### src/rtl/draw_arbiter_if.sv
// Draw-client to framebuffer arbitration bundle: client requests and pixels in, grant and write port out.
// Latency: none (wiring only).
// Backpressure: none of its own; grant is the only flow control seen by the draw engines.
interface draw_arbiter_if #(
    parameter int NUM_CLIENTS = 2,
    parameter int X_W         = 10,
    parameter int Y_W         = 9,
    parameter int COLOR_W     = 3,
    parameter int MAX_BURST   = 4096
);
    localparam int OWN_W = (NUM_CLIENTS > 1) ? $clog2(NUM_CLIENTS) : 1;
    localparam int CNT_W = $clog2(MAX_BURST + 1);

    // client side
    logic [NUM_CLIENTS-1:0]         req;
    logic [NUM_CLIENTS-1:0]         pix_valid;
    logic [NUM_CLIENTS-1:0]         pix_last;
    logic [NUM_CLIENTS*X_W-1:0]     pix_x;
    logic [NUM_CLIENTS*Y_W-1:0]     pix_y;
    logic [NUM_CLIENTS*COLOR_W-1:0] pix_color;
    logic                           err_clr;

    // arbiter side
    logic [NUM_CLIENTS-1:0]         grant;
    logic                           fb_we;
    logic [X_W-1:0]                 fb_x;
    logic [Y_W-1:0]                 fb_y;
    logic [COLOR_W-1:0]             fb_color;
    logic                           busy;
    logic [OWN_W-1:0]               owner;
    logic [CNT_W-1:0]               pix_count;
    logic                           timeout_err;

    modport master (
        output req, pix_valid, pix_last, pix_x, pix_y, pix_color, err_clr,
        input  grant, fb_we, fb_x, fb_y, fb_color, busy, owner, pix_count, timeout_err
    );

    modport slave (
        input  req, pix_valid, pix_last, pix_x, pix_y, pix_color, err_clr,
        output grant, fb_we, fb_x, fb_y, fb_color, busy, owner, pix_count, timeout_err
    );
endinterface

### src/rtl/draw_arbiter.sv
// Serialises bursts from NUM_CLIENTS draw engines onto one registered framebuffer write port.
// Latency: grant 1 cycle after req in IDLE; pixel reaches fb_* 1 cycle after pix_valid.
// Backpressure: none per pixel; ungranted clients wait on grant, a stuck burst is cut by the watchdog.
module draw_arbiter #(
    parameter int NUM_CLIENTS = 2,
    parameter int X_W         = 10,
    parameter int Y_W         = 9,
    parameter int COLOR_W     = 3,
    parameter int RR_MODE     = 0,
    parameter int MAX_BURST   = 4096
) (
    input  logic          clk,
    input  logic          rst_n,
    draw_arbiter_if.slave bus
);
    localparam int OWN_W = (NUM_CLIENTS > 1) ? $clog2(NUM_CLIENTS) : 1;
    localparam int CNT_W = $clog2(MAX_BURST + 1);
    localparam int WD_W  = (MAX_BURST > 1) ? $clog2(MAX_BURST) : 1;

    localparam logic [CNT_W-1:0] CNT_MAX = '1;
    localparam logic [WD_W-1:0]  WD_LAST = WD_W'(MAX_BURST - 1);
    localparam logic [OWN_W-1:0] PTR_RST = OWN_W'(NUM_CLIENTS - 1);

    typedef enum logic {IDLE, BURST} state_t;

    state_t                 state_q, state_d;
    logic [OWN_W-1:0]       owner_q;
    logic [OWN_W-1:0]       rr_ptr_q;
    logic [WD_W-1:0]        wd_cnt_q;

    int                     cand;
    logic                   win_vld;
    logic [OWN_W-1:0]       win_idx;
    logic [NUM_CLIENTS-1:0] win_oh;

    logic                   fwd;
    logic                   end_last;
    logic                   end_abort;
    logic                   end_wd;
    logic                   burst_end;
    logic                   set_err;

    assign bus.owner = owner_q;

    // Winner search: from index 0 in fixed priority, from rr_ptr+1 with wrap in round-robin.
    always_comb begin
        cand    = 0;
        win_vld = 1'b0;
        win_idx = '0;
        win_oh  = '0;
        for (int i = 0; i < NUM_CLIENTS; i++) begin
            cand = (RR_MODE != 0) ? ((int'(rr_ptr_q) + 1 + i) % NUM_CLIENTS) : i;
            if (!win_vld && bus.req[cand]) begin
                win_vld      = 1'b1;
                win_idx      = OWN_W'(cand);
                win_oh[cand] = 1'b1;
            end
        end
    end

    // Burst events for the granted client; an ungranted client's pixels never reach fwd.
    always_comb begin
        fwd       = (state_q == BURST) && bus.pix_valid[owner_q];
        end_last  = fwd && bus.pix_last[owner_q];
        end_abort = (state_q == BURST) && !bus.req[owner_q];
        end_wd    = (state_q == BURST) && (wd_cnt_q == WD_LAST);
        burst_end = end_last || end_abort || end_wd;
        // a normal end or a clean abort on the watchdog cycle is not an error
        set_err   = end_wd && !end_last && !end_abort;
    end

    // Next-state logic: every burst exit passes through IDLE before the next grant.
    always_comb begin
        state_d = state_q;
        case (state_q)
            IDLE:    if (win_vld)   state_d = BURST;
            BURST:   if (burst_end) state_d = IDLE;
            default:                state_d = IDLE;
        endcase
    end

    // State register.
    always_ff @(posedge clk or negedge rst_n) begin
        if (!rst_n) state_q <= IDLE;
        else        state_q <= state_d;
    end

    // Grant, pixel forwarding, counters and sticky error.
    always_ff @(posedge clk or negedge rst_n) begin
        if (!rst_n) begin
            bus.grant       <= '0;
            bus.busy        <= 1'b0;
            bus.fb_we       <= 1'b0;
            bus.fb_x        <= '0;
            bus.fb_y        <= '0;
            bus.fb_color    <= '0;
            bus.pix_count   <= '0;
            bus.timeout_err <= 1'b0;
            owner_q         <= '0;
            rr_ptr_q        <= PTR_RST;
            wd_cnt_q        <= '0;
        end else begin
            bus.fb_we <= fwd;
            if (fwd) begin
                bus.fb_x     <= bus.pix_x[owner_q*X_W +: X_W];
                bus.fb_y     <= bus.pix_y[owner_q*Y_W +: Y_W];
                bus.fb_color <= bus.pix_color[owner_q*COLOR_W +: COLOR_W];
            end

            if (state_q == IDLE) begin
                wd_cnt_q <= '0;
                if (win_vld) begin
                    bus.grant     <= win_oh;
                    bus.busy      <= 1'b1;
                    bus.pix_count <= '0;
                    owner_q       <= win_idx;
                    rr_ptr_q      <= win_idx;
                end
            end else begin
                wd_cnt_q <= wd_cnt_q + 1'b1;
                if (fwd && (bus.pix_count != CNT_MAX))
                    bus.pix_count <= bus.pix_count + 1'b1;
                if (burst_end) begin
                    bus.grant <= '0;
                    bus.busy  <= 1'b0;
                end
            end

            // set wins over a simultaneous clear
            if (set_err)
                bus.timeout_err <= 1'b1;
            else if (bus.err_clr)
                bus.timeout_err <= 1'b0;
        end
    end
endmodule

### src/flat_wrapper.sv
// flat-port wrapper written by rule: the top's interface ports become plain ports
module draw_arbiter_flat 
#(
    parameter int NUM_CLIENTS = 2,
    parameter int X_W         = 10,
    parameter int Y_W         = 9,
    parameter int COLOR_W     = 3,
    parameter int RR_MODE     = 0,
    parameter int MAX_BURST   = 4096
)
  (clk, rst_n, bus_req, bus_pix_valid, bus_pix_last, bus_pix_x, bus_pix_y, bus_pix_color, bus_err_clr, bus_grant, bus_fb_we, bus_fb_x, bus_fb_y, bus_fb_color, bus_busy, bus_owner, bus_pix_count, bus_timeout_err);
  draw_arbiter_if #(.NUM_CLIENTS(NUM_CLIENTS), .X_W(X_W), .Y_W(Y_W), .COLOR_W(COLOR_W), .MAX_BURST(MAX_BURST)) bus_i ();
  input  logic clk;
  input  logic rst_n;
  input wire logic [$bits(bus_i.req)-1:0] bus_req;
  input wire logic [$bits(bus_i.pix_valid)-1:0] bus_pix_valid;
  input wire logic [$bits(bus_i.pix_last)-1:0] bus_pix_last;
  input wire logic [$bits(bus_i.pix_x)-1:0] bus_pix_x;
  input wire logic [$bits(bus_i.pix_y)-1:0] bus_pix_y;
  input wire logic [$bits(bus_i.pix_color)-1:0] bus_pix_color;
  input wire logic [$bits(bus_i.err_clr)-1:0] bus_err_clr;
  output wire logic [$bits(bus_i.grant)-1:0] bus_grant;
  output wire logic [$bits(bus_i.fb_we)-1:0] bus_fb_we;
  output wire logic [$bits(bus_i.fb_x)-1:0] bus_fb_x;
  output wire logic [$bits(bus_i.fb_y)-1:0] bus_fb_y;
  output wire logic [$bits(bus_i.fb_color)-1:0] bus_fb_color;
  output wire logic [$bits(bus_i.busy)-1:0] bus_busy;
  output wire logic [$bits(bus_i.owner)-1:0] bus_owner;
  output wire logic [$bits(bus_i.pix_count)-1:0] bus_pix_count;
  output wire logic [$bits(bus_i.timeout_err)-1:0] bus_timeout_err;
  assign bus_i.req = bus_req;
  assign bus_i.pix_valid = bus_pix_valid;
  assign bus_i.pix_last = bus_pix_last;
  assign bus_i.pix_x = bus_pix_x;
  assign bus_i.pix_y = bus_pix_y;
  assign bus_i.pix_color = bus_pix_color;
  assign bus_i.err_clr = bus_err_clr;
  assign bus_grant = bus_i.grant;
  assign bus_fb_we = bus_i.fb_we;
  assign bus_fb_x = bus_i.fb_x;
  assign bus_fb_y = bus_i.fb_y;
  assign bus_fb_color = bus_i.fb_color;
  assign bus_busy = bus_i.busy;
  assign bus_owner = bus_i.owner;
  assign bus_pix_count = bus_i.pix_count;
  assign bus_timeout_err = bus_i.timeout_err;
  draw_arbiter #(.NUM_CLIENTS(NUM_CLIENTS), .X_W(X_W), .Y_W(Y_W), .COLOR_W(COLOR_W), .RR_MODE(RR_MODE), .MAX_BURST(MAX_BURST)) u_core (.clk(clk), .rst_n(rst_n), .bus(bus_i));
endmodule
### config.mk
export PLATFORM = sky130hd
export DESIGN_NAME = draw_arbiter_flat
export DESIGN_NICKNAME = d
export VERILOG_FILES = /design/src/rtl/draw_arbiter_if.sv /design/src/rtl/draw_arbiter.sv /design/src/flat_wrapper.sv
export SDC_FILE = /design/constraint.sdc
export NUM_CORES = 1
export LEC_CHECK = 0
export CAP_MARGIN = 20
export CORE_MARGIN = 5
export CORE_UTILIZATION = 40
export DETAILED_ROUTE_END_ITERATION = 12
export PLACE_DENSITY = 0.72
export SYNTH_ARGS = -nofsm -noshare
export SYNTH_HDL_FRONTEND = slang
export SYNTH_SLANG_ARGS = --single-unit
### constraint.sdc
create_clock -name clk -period 3.1 [get_ports clk]
set_input_delay 0.62 -clock clk [delete_from_list [all_inputs] [get_ports clk]]
set_output_delay 0.62 -clock clk [all_outputs]
set_load 0.03 [all_outputs]
# Yosys cells after proc, flatten, opt, wreduce, memory -nomap -nowiden
# Index checks and enable logic that the tools add are counted.
# classes
add_sub_neg	2
mul	3
order_cmp	1
n_eq_ne	4
shift	3
muxes	24
bitwise_logic	1
reduce_logical	19
# ops
op	n
$mux 13	3
$shiftx 20x6->10	1
$shiftx 18x6->9	1
$mux 1	16
$add 13x1->13 const B	1
$ne 13x13->1 const B	1
$add 12x1->12 const B	1
$eq 12x12->1 const B	1
$mux 12	1
$logic_and 1x1->1	8
$mux 2	3
$reduce_and 2->1	3
$shiftx 6x4->3	1
$mul 1x4->5 const B	1
$logic_not 1->1	4
$mul 1x3->4 const B	1
$ne 2x2->1 const B	2
$reduce_bool 2->1	2
$mul 1x2->3 const B	1
$logic_or 1x1->1	2
$lt 1x2->1 const B	1
$pmux 1 s2	1
$not 1->1	1
# word_totals
regBits	54
inputBits	53

# Depth between registers and ports, before layout
# Gate-level depths: netlist of the first run.
# logic_depth
word_depth	8
depth_mapped	7
mapped_depth_nobuf	5

# Worst setup path before layout of the first run
# Ideal clock, no wire load.
# synth_path
kind	reg-to-reg
start	register u_core.bus.pix_count[0]
end	register u_core.bus.pix_count[9]
setup_time_ns	0.140
arrival_ns	1.732
required_time_ns	2.960
setup_slack_ns	1.228
path_stages_with_launch	7
synth_period_minus_slack_ns	1.872
cell_sequence	dfrtp_1 > ha_1 > nand4_1 > nor4_2 > or2_1 > buf_2 > o221ai_1
# synth_between
elab_chain_len	4
elab_cells_between_ends	7
cone_classes	add/sub: 1; eq/ne: 2; mux: 2; reduce/logical: 2
# synth_rtl
item	line	text
start: declaration	draw_arbiter_if.sv:41	output grant, fb_we, fb_x, fb_y, fb_color, busy, owner, pix_count, timeout_err
start signal: assignment	draw_arbiter.sv:122	bus.pix_count <= bus.pix_count + 1'b1;
parallel branches: the longest is 4 deep, another holds $add 13x1->13	-	
# Several ways; the timed one is not identified. The select of a mux whose other input is x is not followed.
# A chain may end at the register's enable or synchronous reset.

# Final worst setup path of the first run
# layout_path
start	register u_core.owner_q, in the netlist u_core.bus.owner
end	output port bus_owner
# layout_lines
item	line	text
start: declaration	draw_arbiter.sv:27	logic [OWN_W-1:0] owner_q;
start signal: assignment	draw_arbiter.sv:116	owner_q <= win_idx;
end: declaration	flat_wrapper.sv:28	output wire logic [$bits(bus_i.owner)-1:0] bus_owner;
# No word-level cell between the ends.

==> results.toml, run 1 <==
[run_status]
outcome = "complete, no violations"

[critical_path]
worstPathCellList = "clkdlybuf4s50_1"
cp_top_family = "buffers and inverters"
timing.rr.start = "u_core.bus.pix_count[0]"
critPathMaxStageDelay_ns = 0.76
r2r_cells = 5
crit_arrival_ns = 1.66
critical_path_class = "flip-flop to output port"
r2r_end = "u_core.bus.pix_count[6]"
cp_max_fo = 9
crit_start = "u_core.bus.owner"
required_ns = 2.48
worstSetupEndpointType = "output port"
start_kind = "flip-flop"
crit_path_top_delay_cell = "clkdlybuf4s50_1"
r2r_slack_ns = 1.15
worst-path-buf-inv = 1
cp.depth = 1
endpoint = "bus_owner"

[final_layout]
n_antenna_cell = 0
num-nets-final = 422
stdcell_area_um2 = 3800
drive_gt1_frac = 0.0518
area_delta_synth_final_pct = 40.3
filler_cell_count = 602

[power_and_ir_drop]
power_switching_uw = 1460
pwr-share-seq = 0.366
p_per_area_nw_per_um2 = 870
internal_power_uw = 1840
vdd_drop_max_mv = 0.415
pwr-share-comb = 0.520
pwr-share-clk = 0.114
leakage_uw = 0.00160
swShare = 0.442
power_uw = 3310

[sta]
worst_pin_slew_ns = 0.484
min_period_ns = 2.28
period_share = 0.735
fmax_mhz = 439
hold_violations = 0
finalSetupTns_ns = 0
fin_skew_ns = 0.00547
timing.final.ws_setup_ns = 0.821
drv_slew = 0
slew_headroom = 0.677
setup_violations = 0
grt_setup_unrepaired = "false"

[route]
drc_errors = 0
routed_via_density = 5.22
firstDrtPassIters = 4
dr.first_iter.drc_count = 62
wire_per_inst_um = 15.0
ant_nets = 0
totalWireLength_mm = 6.71
vias = 2333

[clock_network]
cts_tree = "yes"
cts_buffer_depth = 2
ctsHoldBuffers = 0
cts_htree_levels = 2
numCtsBuffers = 5
cts_setup_buffers = 0
clock_latency_ns = 0.30
path_clk_slew_ns = 0.09
cts.repair.resized = 0
cts_root_buf = "clkbuf_8"
clock-sinks = 54

[synthesis]
ys_ff_latch = 54
synthCells = 276
synth_seq_area_share = 0.499
yosysWarningCount = 0
synth_cell_types = 43
syn_nets = 331
syn_area_per_cell_um2 = 9.81
synth_edf_count = 0
synthArstFlopShare = 1.00
syn_area_um2 = 2710
synth_ff_type = "dfrtp_1"

[global_route]
grt_max_degree = 46
antenna_found_initial = 0
grt_pass1_vias = 2382
grtUsageTotal = 0.162
overflow = 0
grt_pass1_wl_mm = 11.3

[floorplanning]
core_um2 = 6680
die_w_um = 92.3
die_h_um = 92.3
pin_count = 94
initial_core_util = 0.405
dieArea_um2 = 8520
rows = 30

[place]
dpl_cell_area_um2 = 3720
port_buffers = 93
dp_hpwl_mm = 5.15
gp_congestion = 0.781
place_ws_ns = 0.759

[job]
drv_cap = 0

[hold_path]
min_path_type = "input pin to async pin"
-- worst min-delay path by stage --
stage                                   from                      to  slack (ns)
final                                  rst_n  u_core.bus.fb_color[1]        0.22
after global routing                   rst_n      u_core.bus.fb_y[5]        0.23
after CTS                              rst_n      u_core.bus.fb_y[5]        0.22
after detailed placement  u_core.bus.fb_x[8]      u_core.bus.fb_x[8]        0.47
after global placement    u_core.bus.fb_x[0]      u_core.bus.fb_x[0]        0.46
after floorplan                        rst_n         u_core.bus.busy        0.32
-- metrics by stage --
stage / utilization / hold slack [ns] / std cells
after floorplan: - / 0.324 / 276
after CTS: 0.569 / 0.223 / 447
after global routing: 0.569 / 0.234 / 447
after global placement: 0.557 / 0.460 / 440
after detailed placement: 0.557 / 0.469 / 440
final: 0.569 / 0.218 / 447
-- power by group through the flow --
stage | registers, uW | logic [uW] | clock network (uW)
2_1_floorplan | 1590 | 663 | 0
5_1_grt | 1260 | 1860 | 424
4_1_cts | 1210 | 1750 | 393
6_report | 1210 | 1720 | 378
3_5_place_dp | 1220 | 1740 | 0
3_3_place_gp | 1210 | 1720 | 0
-- cells by family (layout without fill, tap and decap cells) --
logic type / count (synthesis) / in the layout / share of synthesized area
adder cells (fa/ha/maj): 2 / 2 / 0.00924
XOR/XNOR: 9 / 9 / 0.0291
AND/OR/NAND/NOR: 112 / 112 / 0.221
buffers and inverters: 21 / 112 / 0.0314
multiplexers: 23 / 23 / 0.0850
AO/OA/AOI/OAI: 55 / 55 / 0.126
flip-flops: 54 / 54 / 0.499
-- layer usage --
layer | part of all wire | track usage | wire length (um)
met1 | 0.42 | 0.202 | 2790
met2 | 0.52 | 0.286 | 3510
met3 | 0.050 | 0.0349 | 337
met4 | 0.011 | 0.0396 | 72
met5 | 0 | 0 | 0
-- area by class of cell --
class	instances	area, um2	share of cell area
Clock buffer	6	72.6	0.0191
Clock inverter	1	7.51	0.00197
Inverter	5	18.8	0.00494
Multi-Input combinational cell	201	1270	0.335
Sequential cell	54	1350	0.355
Tap cell	80	100	0.0263
Timing Repair Buffer	100	978	0.257
-- flip-flops by register name (all words and copies together) (netlist names) --
register                flops
u_core.bus.fb_x            10
u_core.bus.owner            1
u_core.bus.pix_count       13
u_core.bus.timeout_err      1
u_core.bus.busy             1
u_core.bus.fb_color         3
u_core.bus.fb_we            1
u_core.bus.grant            2
u_core.wd_cnt_q            12
u_core.state_q              1
u_core.bus.fb_y             9
-- cells in the mapped netlist, types with 2 or more instances --
cell type	count	area, um2
o221ai_1	6	52.6
mux2i_1	23	230
o311ai_1	2	17.5
nor3_1	5	25.0
o21ai_0	37	185
xnor2_1	5	43.8
nor2_1	5	18.8
nor2b_1	3	18.8
nand3_1	10	50.1
nand2_1	42	158
clkbuf_1	12	45.0
nand4_1	5	31.3
nand2b_1	9	56.3
nand3b_1	5	37.5
or3_1	2	12.5
ha_1	2	25.0
inv_1	5	18.8
and2_1	13	81.3
dfrtp_1	54	1350
and3_1	2	12.5
xor2_1	4	35.0
nor4_1	4	25.0
-- placed cells by master (no fill, tap or decap), types with 2 or more instances in the layout --
cell type / n
buf_4: 7
xor2_1: 4
o21ai_0: 37
dfrtp_1: 54
nand2_1: 42
nand2b_1: 9
and3_1: 2
mux2i_1: 23
ha_1: 2
nor4_1: 4
nand3b_1: 5
clkbuf_8: 5
clkdlybuf4s50_1: 92
nor2_1: 5
inv_1: 5
o221ai_1: 6
nand3_1: 10
nor2b_1: 3
nand4_1: 5
xnor2_1: 5
or3_1: 2
o311ai_1: 2
nor3_1: 5
and2_1: 13
Note: power is estimated with default switching activity, not from simulation.
==> run 2, diff against run 1 <==
--- a/config.mk
+++ b/config.mk
@@ -9,7 +9,7 @@
 export CORE_MARGIN = 5
 export CORE_UTILIZATION = 40
 export DETAILED_ROUTE_END_ITERATION = 12
-export PLACE_DENSITY = 0.72
+export PLACE_DENSITY = 0.75
 export SYNTH_ARGS = -nofsm -noshare
 export SYNTH_HDL_FRONTEND = slang
 export SYNTH_SLANG_ARGS = --single-unit
==> constraint.sdc (replaced) <==
create_clock -name clk -period 2 [get_ports clk]
set_input_delay 0.4 -clock clk [delete_from_list [all_inputs] [get_ports clk]]
set_output_delay 0.4 -clock clk [all_outputs]
set_load 0.03 [all_outputs]
==> results.toml, run 2 (same netlist as run 1, synthesis figures left out) <==
[run_status]
outcome = "complete, no violations"

[final_layout]
n_antenna_cell = 0
layout_commonest_cell = "clkdlybuf4s50_1"
reg_top3 = "u_core.bus.pix_count (13), u_core.wd_cnt_q (12), u_core.bus.fb_x (10)"
drive_gt1_frac = 0.0773
num-nets-final = 430
postLayoutCoreUtil = 0.587
final_cell_mix = "clkdlybuf4s50_1 (90), dfrtp_1 (54), nand2_1 (42)"
area_delta_synth_final_pct = 44.7
largest_register_ffs = 13
largest-register = "u_core.bus.pix_count"
instances_no_fill = 455

[route]
routed_via_density = 5.19
vias = 2360
ant_nets = 0
dr.first_iter.drc_count = 78
totalWireLength_mm = 6.66
drc_errors = 0
firstDrtPassIters = 7
wire_per_inst_um = 14.6

[floorplanning]
die_w_um = 92.3
die_h_um = 92.3
dieArea_um2 = 8520
rows = 30
initial_core_util = 0.405
core_um2 = 6680
pin_count = 94

[sta]
fmax_mhz = 519
grt_setup_unrepaired = "false"
timing.final.ws_setup_ns = 0.0743
min_period_ns = 1.93
drv_slew = 0
slew_headroom = 0.676
hold_violations = 0
fin_skew_ns = 0.00429
finalSetupTns_ns = 0
worst_pin_slew_ns = 0.481
period_share = 0.963
setup_violations = 0

[place]
place_inst = 448
place_ws_ns = -0.0437
dp_hpwl_mm = 5.01
gp_congestion = 0.832
port_buffers = 93

[hold_path]
min_path_type = "input pin to async pin"

[power_and_ir_drop]
leakage_uw = 0.00169
vdd_drop_max_mv = 0.818
p_per_area_nw_per_um2 = 1380

[job]
drv_cap = 0

[critical_path]
crit_arrival_ns = 1.53
worstPathCellList = "clkdlybuf4s50_1"
required_ns = 1.60
worstSetupEndpointType = "output port"
worst-path-buf-inv = 1
r2r_end = "u_core.bus.pix_count[2]"
crit_path_top_delay_cell = "clkdlybuf4s50_1"
timing.rr.start = "u_core.bus.pix_count[2]"
cp_max_fo = 8
r2r_cells = 5
r2r_slack_ns = 0.18
endpoint = "bus_pix_count[3]"
crit_start = "u_core.bus.pix_count[3]"
critical_path_class = "flip-flop to output port"
cp.depth = 1
critPathMaxStageDelay_ns = 0.72
cp_top_family = "buffers and inverters"
start_kind = "flip-flop"

[clock_network]
path_clk_slew_ns = 0.09
clock_latency_ns = 0.30
cts_buffer_depth = 2
cts_tree = "yes"
numCtsBuffers = 5
cts_root_buf = "clkbuf_8"
clock-sinks = 54
cts_htree_levels = 2

[global_route]
grt_max_degree = 55
overflow = 0
grt_pass1_vias = 2383
grt_pass1_wl_mm = 11.0
grtUsageTotal = 0.159
antenna_found_initial = 0
## run 2: cell types whose count changed in the layout (fill, tap and decap cells not counted)
| cell | change |
|---|---|
| clkbuf_8 | +1 |
| buf_4 | +7 |
| dlymetal6s2s_1 | +1 |
| clkbuf_1 | -1 |
| clkinvlp_4 | -1 |
| buf_12 | +2 |
| clkdlybuf4s50_1 | -2 |
| bufinv_16 | +1 |
## run 2: repair_timing
| item | 4_1_cts | 5_1_grt |
|---|---|---|
| hold buffers | 0 | 0 |
| setup buffers | 0 | 0 |
| setup endpoints to repair | 0 | 1 |
| resized for setup | 0 | 1 |
## run 2: worst min path at each step
stage / end / slack (ns) / cells past startpoint
global route: u_core.bus.pix_count[6] / 0.10 / 2
finish: u_core.bus.pix_count[6] / 0.08 / 2
detailed placement: u_core.bus.pix_count[6] / 0.43 / 2
floorplan: u_core.bus.busy / 0.10 / 0
CTS: u_core.bus.pix_count[6] / 0.09 / 2
global placement: u_core.bus.pix_count[7] / 0.42 / 2
## run 2: through the flow
step	hold WS (ns)	instance area, um2	power (uW)
after floorplan	0.104	2710	3490
after global placement	0.419	3800	4640
after CTS	0.0891	3920	5460
final	0.0836	3920	5400
after global routing	0.103	3920	5740
after detailed placement	0.425	3800	4700
## run 2: final cells by class
| cell class | instances | area, um2 |
|---|---|---|
| clock buffer | 6 | 82.6 |
| clock inverter | 1 | 30.0 |
| fill | 585 | 2760 |
| inverter | 5 | 18.8 |
| multi-input combinational | 201 | 1270 |
| sequential | 54 | 1350 |
| tap | 80 | 100 |
| timing repair buffer | 108 | 1060 |
## run 2: report_power, final
group	switching (uW)	total (uW)	internal, uW	leakage [uW]
registers	342	1820	1480	0.000700
logic	1610	2840	1220	0.000934
clock network	335	736	401	0.0000573
## run 2: routing by layer
layer / part of all wire / global-route usage / up-vias
met5: 0 / 0 / -
met4: 0.010 / 0.0483 / 0
met3: 0.080 / 0.0496 / 7
met2: 0.46 / 0.247 / 79
met1: 0.45 / 0.212 / 1106
li1: - / - / 1168
